$ cat src/rtl/mg_div_pkg.sv
// Shared types and defaults for the signed divider slice.
package mg_div_pkg;

   localparam int DEF_WIDTH = 16;

   typedef enum logic [1:0] {
      IDLE,
      CALC,
      FIX,
      DONE
   } div_state_t;

endpackage

$ cat src/rtl/mg_sub.sv
// Combinational N-bit subtractor a + ~b + 1 built on a Sklansky prefix carry tree.
module mg_sub #(
   parameter int N = 17
) (
   input  logic [N-1:0] a,
   input  logic [N-1:0] b,
   output logic [N-1:0] diff,
   output logic         borrow
);

   localparam int LV = $clog2(N);

   logic [N:0] c;

   // Level 0 holds per-bit generate/propagate; level l merges spans of 2**l bits.
   for (genvar l = 0; l <= LV; l++) begin : lvl
      logic [N-1:0] g;
      logic [N-1:0] p;
      if (l == 0) begin : base
         assign g = a & ~b;
         assign p = a ^ ~b;
      end else begin : tree
         for (genvar i = 0; i < N; i++) begin : node
            if (((i >> (l - 1)) & 1) == 1) begin : mrg
               localparam int J = ((i >> (l - 1)) << (l - 1)) - 1;
               assign g[i] = lvl[l-1].g[i] | (lvl[l-1].p[i] & lvl[l-1].g[J]);
               assign p[i] = lvl[l-1].p[i] & lvl[l-1].p[J];
            end else begin : pas
               assign g[i] = lvl[l-1].g[i];
               assign p[i] = lvl[l-1].p[i];
            end
         end
      end
   end

   // Carry-in is fixed at 1, so every group carry is G | P.
   assign c[0]   = 1'b1;
   assign c[N:1] = lvl[LV].g | lvl[LV].p;
   assign diff   = lvl[0].p ^ c[N-1:0];
   assign borrow = ~c[N];

endmodule

$ cat src/rtl/mg_div16s.sv
// Signed restoring divider with valid/ready handshakes on both sides.
module mg_div16s
   import mg_div_pkg::*;
#(
   parameter int WIDTH = DEF_WIDTH
) (
   input  logic                    clk,
   input  logic                    rst_n,
   input  logic                    in_valid,
   output logic                    in_ready,
   input  logic signed [WIDTH-1:0] dividend,
   input  logic signed [WIDTH-1:0] divisor,
   output logic                    out_valid,
   input  logic                    out_ready,
   output logic signed [WIDTH-1:0] quotient,
   output logic signed [WIDTH-1:0] remainder,
   output logic                    div_by_zero
);

   localparam int CW = $clog2(WIDTH + 1);

   div_state_t       state;
   logic [CW-1:0]    cnt;
   logic [WIDTH-1:0] rem_r;
   logic [WIDTH-1:0] q_r;
   logic [WIDTH-1:0] dvs_mag;
   logic             dd_neg;
   logic             q_neg;

   logic [WIDTH-1:0] dd_mag;
   logic [WIDTH-1:0] dv_mag;
   logic [WIDTH:0]   trial;
   logic [WIDTH:0]   diff;
   logic             borrow;
   logic             sub_unused;

   assign dd_mag = dividend[WIDTH-1] ? -dividend : dividend;
   assign dv_mag = divisor[WIDTH-1]  ? -divisor  : divisor;

   // Partial remainder for this step: previous remainder shifted with the next dividend bit.
   assign trial = {rem_r, q_r[WIDTH-1]};

   mg_sub #(
      .N(WIDTH + 1)
   ) u_sub (
      .a      (trial),
      .b      ({1'b0, dvs_mag}),
      .diff   (diff),
      .borrow (borrow)
   );

   // A successful trial always leaves a result below the divisor, so the top bit is zero.
   assign sub_unused = diff[WIDTH];

   always_ff @(posedge clk) begin
      if (!rst_n) begin
         state       <= IDLE;
         cnt         <= '0;
         rem_r       <= '0;
         q_r         <= '0;
         dvs_mag     <= '0;
         dd_neg      <= 1'b0;
         q_neg       <= 1'b0;
         in_ready    <= 1'b1;
         out_valid   <= 1'b0;
         quotient    <= '0;
         remainder   <= '0;
         div_by_zero <= 1'b0;
      end else begin
         case (state)
            IDLE: begin
               if (in_valid && in_ready) begin
                  in_ready <= 1'b0;
                  if (divisor == '0) begin
                     quotient    <= '1;
                     remainder   <= dividend;
                     div_by_zero <= 1'b1;
                     state       <= DONE;
                  end else begin
                     q_r         <= dd_mag;
                     dvs_mag     <= dv_mag;
                     rem_r       <= '0;
                     dd_neg      <= dividend[WIDTH-1];
                     q_neg       <= dividend[WIDTH-1] ^ divisor[WIDTH-1];
                     cnt         <= CW'(WIDTH);
                     div_by_zero <= 1'b0;
                     state       <= CALC;
                  end
               end
            end
            CALC: begin
               rem_r <= borrow ? trial[WIDTH-1:0] : diff[WIDTH-1:0];
               q_r   <= {q_r[WIDTH-2:0], ~borrow};
               cnt   <= cnt - 1'b1;
               if (cnt == CW'(1)) state <= FIX;
            end
            FIX: begin
               // Negating a zero magnitude yields zero, so a zero remainder keeps no sign.
               quotient  <= q_neg  ? -q_r  : q_r;
               remainder <= dd_neg ? -rem_r : rem_r;
               state     <= DONE;
            end
            DONE: begin
               // out_valid rises one cycle after entry and is dropped only at handoff.
               if (!out_valid) begin
                  out_valid <= 1'b1;
               end else if (out_ready) begin
                  out_valid <= 1'b0;
                  in_ready  <= 1'b1;
                  state     <= IDLE;
               end
            end
            default: state <= IDLE;
         endcase
      end
   end

endmodule

$ cat config.mk
export PLATFORM = sky130hd
export DESIGN_NAME = mg_div16s
export DESIGN_NICKNAME = d
export VERILOG_FILES = /design/src/rtl/mg_div_pkg.sv /design/src/rtl/mg_sub.sv /design/src/rtl/mg_div16s.sv
export SDC_FILE = /design/constraint.sdc
export NUM_CORES = 1
export LEC_CHECK = 0
export ABC_AREA = 0
export CAP_MARGIN = 20
export CORE_UTILIZATION = 45
export CTS_BUF_LIST = sky130_fd_sc_hd__clkbuf_16
export DETAILED_ROUTE_END_ITERATION = 12
export DONT_BUFFER_PORTS = 1
export GPL_ROUTABILITY_DRIVEN = 0
export PLACE_DENSITY = 0.64
export SYNTH_ARGS = -nofsm -noshare
export SYNTH_HDL_FRONTEND = slang
export SYNTH_SLANG_ARGS = --single-unit
$ cat constraint.sdc
create_clock -name clk -period 3.3 [get_ports clk]
set_input_delay 0.495 -clock clk [delete_from_list [all_inputs] [get_ports clk]]
set_output_delay 0.495 -clock clk [all_outputs]
set_load 0.03 [all_outputs]
-- Yosys cells after proc, flatten, opt, wreduce, memory -nomap -nowiden
Cells that the tools add are included.
- output and inout port bits: 35
- input port bits: 36
- logic and storage cells: 178
- flip-flop bits (word level): 92
- multiplexer cells: 33
- reduce and logical (&&, ||, !) cells: 12
- bitwise operators: 106
- equality and inequality tests: 10
- add/sub/neg operators: 5
- operator list (operator ; count):
    16-bit 2-to-1 mux ; 13
    16-bit one-hot mux with 2 select lines ; 4
    1-bit bitwise AND ; 66
    16-bit negation ; 4
    1-bit OR ; 33
    17-bit bitwise AND ; 1
    16-bit inverter with 17-bit output ; 1
    17-bit OR ; 1
    17-bit XOR ; 1
    16-bit logical NOT ; 1
    16-bit XOR ; 1
    2-bit != test (second input constant) ; 6
    2-bit 2-to-1 mux ; 5
    5-bit 2-to-1 mux ; 2
    5-bit one-hot mux with 2 select lines ; 1
    3-bit AND reduction ; 3
    2-bit one-hot mux with 4 select lines ; 1
    4-bit AND reduction ; 2
    1-bit 2-to-1 mux ; 6
    2-bit nonzero test ; 3
    5-bit by 1-bit equality test with 1-bit output (second input constant) ; 1
    5-bit by 1-bit subtractor with 5-bit output (second input constant) ; 1
    2-bit equality test (second input constant) ; 2
    2-bit by 1-bit equality test with 1-bit output (second input constant) ; 1
    6 further kinds ; 6

-- Depth between registers and ports, before layout
- depth after elaboration: 16
- gate-level depth with buffers: 12
- depth with buffers taken out: 9

-- Cells and area by module
Synthesis repeated with hierarchy kept, for this count alone.
- cells, all modules: 755
- area total of the unflattened synthesis: 6148.4 um^2
- modules (own cells, without submodules) (module ; area each (um^2) ; instances ; cells each ; sequential area each (um^2)):
    mg_div16s ; 5312.6 ; 1 ; 640 ; 1841.8
    mg_sub ; 835.8 ; 1 ; 115 ; 0.0

-- Worst setup path before layout
Ideal clock, no wire load.
- path type: flip-flop to flip-flop
- start: register q_r[15]
- end: register rem_r[13]
- stages on the path, launching flop included: 10
- path buffers: 1
- slack: 522 ps
- arrival time: 2662 ps
- required time: 3184 ps
- setup time: 116 ps
- clock period less this slack: 2778 ps
- cells stage by stage: dfxtp_1 inv_1 ha_1 o21ai_0 a211o_1 o2bb2ai_1 o41ai_1 o21ai_1 clkbuf_1 a31o_2
- word-level cells in the longest chain between the ends: 14
- elaborated cells on any way between the ends: 24
- classes of those cells: mux (2); bitwise (22)
- ends and longest elaborated chain (what ; RTL line ; source):
    from (decl) ; mg_div16s.sv:25 ; logic [WIDTH-1:0] q_r;
    from (signal assigned) ; mg_div16s.sv:80 ; q_r <= dd_mag;
    from (signal assigned) ; mg_div16s.sv:93 ; q_r <= {q_r[WIDTH-2:0], ~borrow};
    17-bit bitwise AND ; mg_sub.sv:20 ; assign g = a & ~b;
    1-bit bitwise AND ; mg_sub.sv:26 ; assign g[i] = lvl[l-1].g[i] | (lvl[l-1].p[i] & lvl[l-1].g[J]);
    1-bit OR ; mg_sub.sv:26 ;
    1-bit bitwise AND ; mg_sub.sv:26 ;
    1-bit OR ; mg_sub.sv:26 ;
    1-bit bitwise AND ; mg_sub.sv:26 ;
    1-bit OR ; mg_sub.sv:26 ;
    1-bit bitwise AND ; mg_sub.sv:26 ;
    1-bit OR ; mg_sub.sv:26 ;
    1-bit bitwise AND ; mg_sub.sv:26 ;
    1-bit OR ; mg_sub.sv:26 ;
    17-bit OR (*) ; mg_sub.sv:38 ; assign c[N:1] = lvl[LV].g | lvl[LV].p;
    16-bit 2-to-1 mux (*) ; mg_div16s.sv:92 ; rem_r <= borrow ? trial[WIDTH-1:0] : diff[WIDTH-1:0];
    16-bit one-hot mux with 2 select lines (*) ; mg_div16s.sv:70 ; case (state)
    to (signal assigned) ; mg_div16s.sv:92 ;
    to (decl) ; mg_div16s.sv:24 ; logic [WIDTH-1:0] rem_r;
Every way passes the cells marked *; elsewhere a longest branch is shown, timed or not.
A chain may end at the register's enable or synchronous reset.

-- Final worst setup path
- start: register q_r[15]
- end: register rem_r[15]
The elaborated chain is that of the path after synthesis.

==> summary.md <==
| Metric | Value |
|---|---|
| Initial antenna violation count | `0` |
| Logic pwr share | `0.470` |
| Grt met3 use | `0.0418` |
| Chip width | `114 um` |
| Synth Register Bits | `92` |
| FFs w/ async S/R, synth | `0` |
| Post-detailed-route DRC marker count | `0` |
| Critical Path RT | `3.54 ns` |
| Wirelength per Cell | `15.7 um` |
| Most frequent cell after synthesis | `dfxtp_1` |
| Top post-synthesis cells by area | `dfxtp_1 32%, xor2_1 7.5%, ha_1 5.9%` |
| Mapped Area | `5690 sq um` |
| Cts-stage hold buffer count | `0` |
| I/O Buffers | `0` |
| Met2 GRT Util | `0.360` |
| Clock-pin slew on the worst setup and hold paths | `0.07 ns` |
| Final setup vio count | `0` |
| Max VDD drop | `0.325 mV` |
| Mapped Nets | `759` |
| Design area | `6120 sq um` |
| Die footprint | `13100 sq um` |
| Drt via density | `5.71` |
| Sequential share of the synthesized area | `0.324` |
| Placed cell areas | `5830 sq um` |
| Slew margin rel. | `0.606` |
| Clk sinks | `92` |
| Nets | `739` |
| Status | `finished, final reports clean` |
| Worst path arrival time | `3.01 ns` |
| DRT Pass-1 Iters | `5` |
| Gr busiest metal | `met2` |
| Antenna Violating Nets Remaining | `0` |
| Leak pwr | `2.28 nW` |
| Post-synth top area cell | `dfxtp_1` |
| Depth of the CTS H-tree | `3` |
| Slew @ Worst Pin | `0.586 ns` |
| Pwr dens | `863 nW/um^2` |
| Clk buf depth | `2` |
| CP Class | `reg -> reg` |
| Final wirelength | `13.3 mm` |
| Switching share of total power | `0.430` |
| Row count | `40` |
| Internal | `0.00301 W` |
| Max cap viols | `0` |
| Largest net degree at the start of global routing | `51` |
| Hold Path Class | `in -> reg` |
| Postcts setup bufs | `0` |
| Fin crit share | `0.838` |
| DR vias | `4841` |
| Hpwl dp | `10.1 mm` |
| Min-Delay Path Depth | `1` |
| Antenna cell count | `0` |
| Critical Path Source Type | `flop` |
| Max Fanout on Critical Path | `4` |
| Clk pwr share | `0.197` |
| Maximum clock frequency | `0.362 GHz` |
| Post-synth top cells | `92 x dfxtp_1, 90 x nor2_1, 58 x nand2_1, 49 x xor2_1, 41 x o21ai_0` |
| Worst setup margin | `0.535 ns` |
| Global-route wire length before repair | `21.7 mm` |
| Slew Limit Fails | `0` |
| Crit. End Element | `flop` |
| PostCTS Resize Cnt | `0` |
| Final setup TNS | `0 ns` |
| GR Overflow Total | `0` |
| First DRT Iteration DRCs | `401` |
| Post-Route Skew | `0.00825 ns` |
| Tmin final | `2.77 ns` |
| Num CTS Buffers | `9` |
| YS warnings | `0` |
| Seq pwr share | `0.333` |
| Gate Count Post-Synth | `696` |
| Synth cell types | `62` |
| Io pins | `71` |
| Starting Density | `0.468` |
| Dpl ws | `0.421 ns` |
| RSZ-0062 raised after global routing | `no` |
| Fraction of layout cells with a size suffix above 1 | `0.0574` |
| Total GRT Usage | `0.210` |
| GRT met1 Usage | `0.260` |
| Synth Flop Type | `dfxtp_1` |
| Number of flops mapped to enable cells by yosys | `0` |
| CTS tree | `built` |
| Worst-Skew Late Latency | `0.35 ns` |
| Die Ht | `114 um` |
| Synth top area share | `0.324` |
| Sw power | `0.00227 W` |
| R2r worst-path depth | `10` |
| Syn_area_per_cell | `8.17 sq um` |
| Vias in the first global route | `4447` |
| Core box area | `12200 sq um` |
| Fin. Hold Viols | `0` |
| Area grow syn2layout | `7.66%` |
| Clk root buf | `clkbuf_16` |
-- area by class of cell --
class,count,area (sq um)
Clock inverter,6,65.1
Inverter,36,135
Tap cell,168,210
Sequential cell,92,1840
Fill cell,1171,6040
Clock buffer,9,225
Timing Repair Buffer,12,128
Multi-Input combinational cell,525,3520
-- path summary, 6_finish.rpt --
check | slack (ns) | startpoint | endpoint
worst max-delay path | 0.53 | q_r[15] | rem_r[15]
worst min-delay path | 0.24 | rst_n | in_ready
worst max register to register | 0.53 | q_r[15] | rem_r[15]
worst min register to register | 0.50 | dvs_mag[10] | dvs_mag[10]
-- logic make-up (layout without fill, tap and decap cells) --
| logic type | Yosys count | in the layout | share of synthesized area |
|---|---|---|---|
| AOI/OAI and AO/OA | 195 | 195 | 0.240 |
| muxes | 24 | 24 | 0.0422 |
| DFF | 92 | 92 | 0.324 |
| xor gates and xnor gates | 68 | 68 | 0.105 |
| and+or+nand+nor | 211 | 211 | 0.172 |
| buffers and inverters | 79 | 63 | 0.0576 |
| adders and majority gates | 27 | 27 | 0.0594 |
-- cell usage in the layout, fill, tap and decap left out, types with 10 or more instances in the layout --
cell type  netlist  final
nor2_1          90     90
o21ai_0         41     41
a211oi_1        34     34
inv_1           34     34
nand3_1         10     10
xor2_1          49     49
a21oi_1         27     27
mux2i_1         24     24
dfxtp_1         92     92
nand2_1         58     58
a311oi_1        14     14
xnor2_1         19     19
ha_1            27     27
o31ai_1         16     16
-- stage by stage --
stage / hold WS [ns] / instances / utilization / total power (W)
final: 0.242 / 848 / 0.503 / 0.00529
after global routing: 0.228 / 848 / 0.503 / 0.00567
after CTS: 0.235 / 848 / 0.503 / 0.00531
after detailed placement: 0.497 / 833 / 0.480 / 0.00426
after global placement: 0.481 / 832 / 0.478 / 0.00418
after floorplan: 0.460 / 696 / - / 0.00373
-- critical path, stage by stage (launching register included) --
cell       delay, ns
dfxtp_1         0.35
inv_1           0.12
ha_1            0.33
o21ai_0         0.30
a211o_1         0.22
o2bb2ai_1       0.12
o41ai_1         0.35
buf_4           0.19
o21bai_1        0.07
or3_1           0.35
a32o_1          0.26
-- state kept, by name, indices dropped and copies added, names as in the netlist, 2 cells and up --
signal	cells
dvs_mag	16
q_r	16
quotient	16
rem_r	16
remainder	16
cnt	5
state	2
-- power by group through the flow --
stage,clock [W],sequential [W],combinational (W)
4_1_cts,0.00106,0.00176,0.00249
3_3_place_gp,0,0.00178,0.00240
6_report,0.00104,0.00176,0.00248
5_1_grt,0.00111,0.00180,0.00275
2_1_floorplan,0,0.00169,0.00204
3_5_place_dp,0,0.00179,0.00248
-- routing by layer --
layer  routed length (um)  vias to the layer above
met2                 6470                       98
li1                     -                     2458
met1                 6010                     2270
met4                  223                        0
met3                  641                       15
met5                    0                        -
Note: power is estimated with default switching activity, not from simulation.
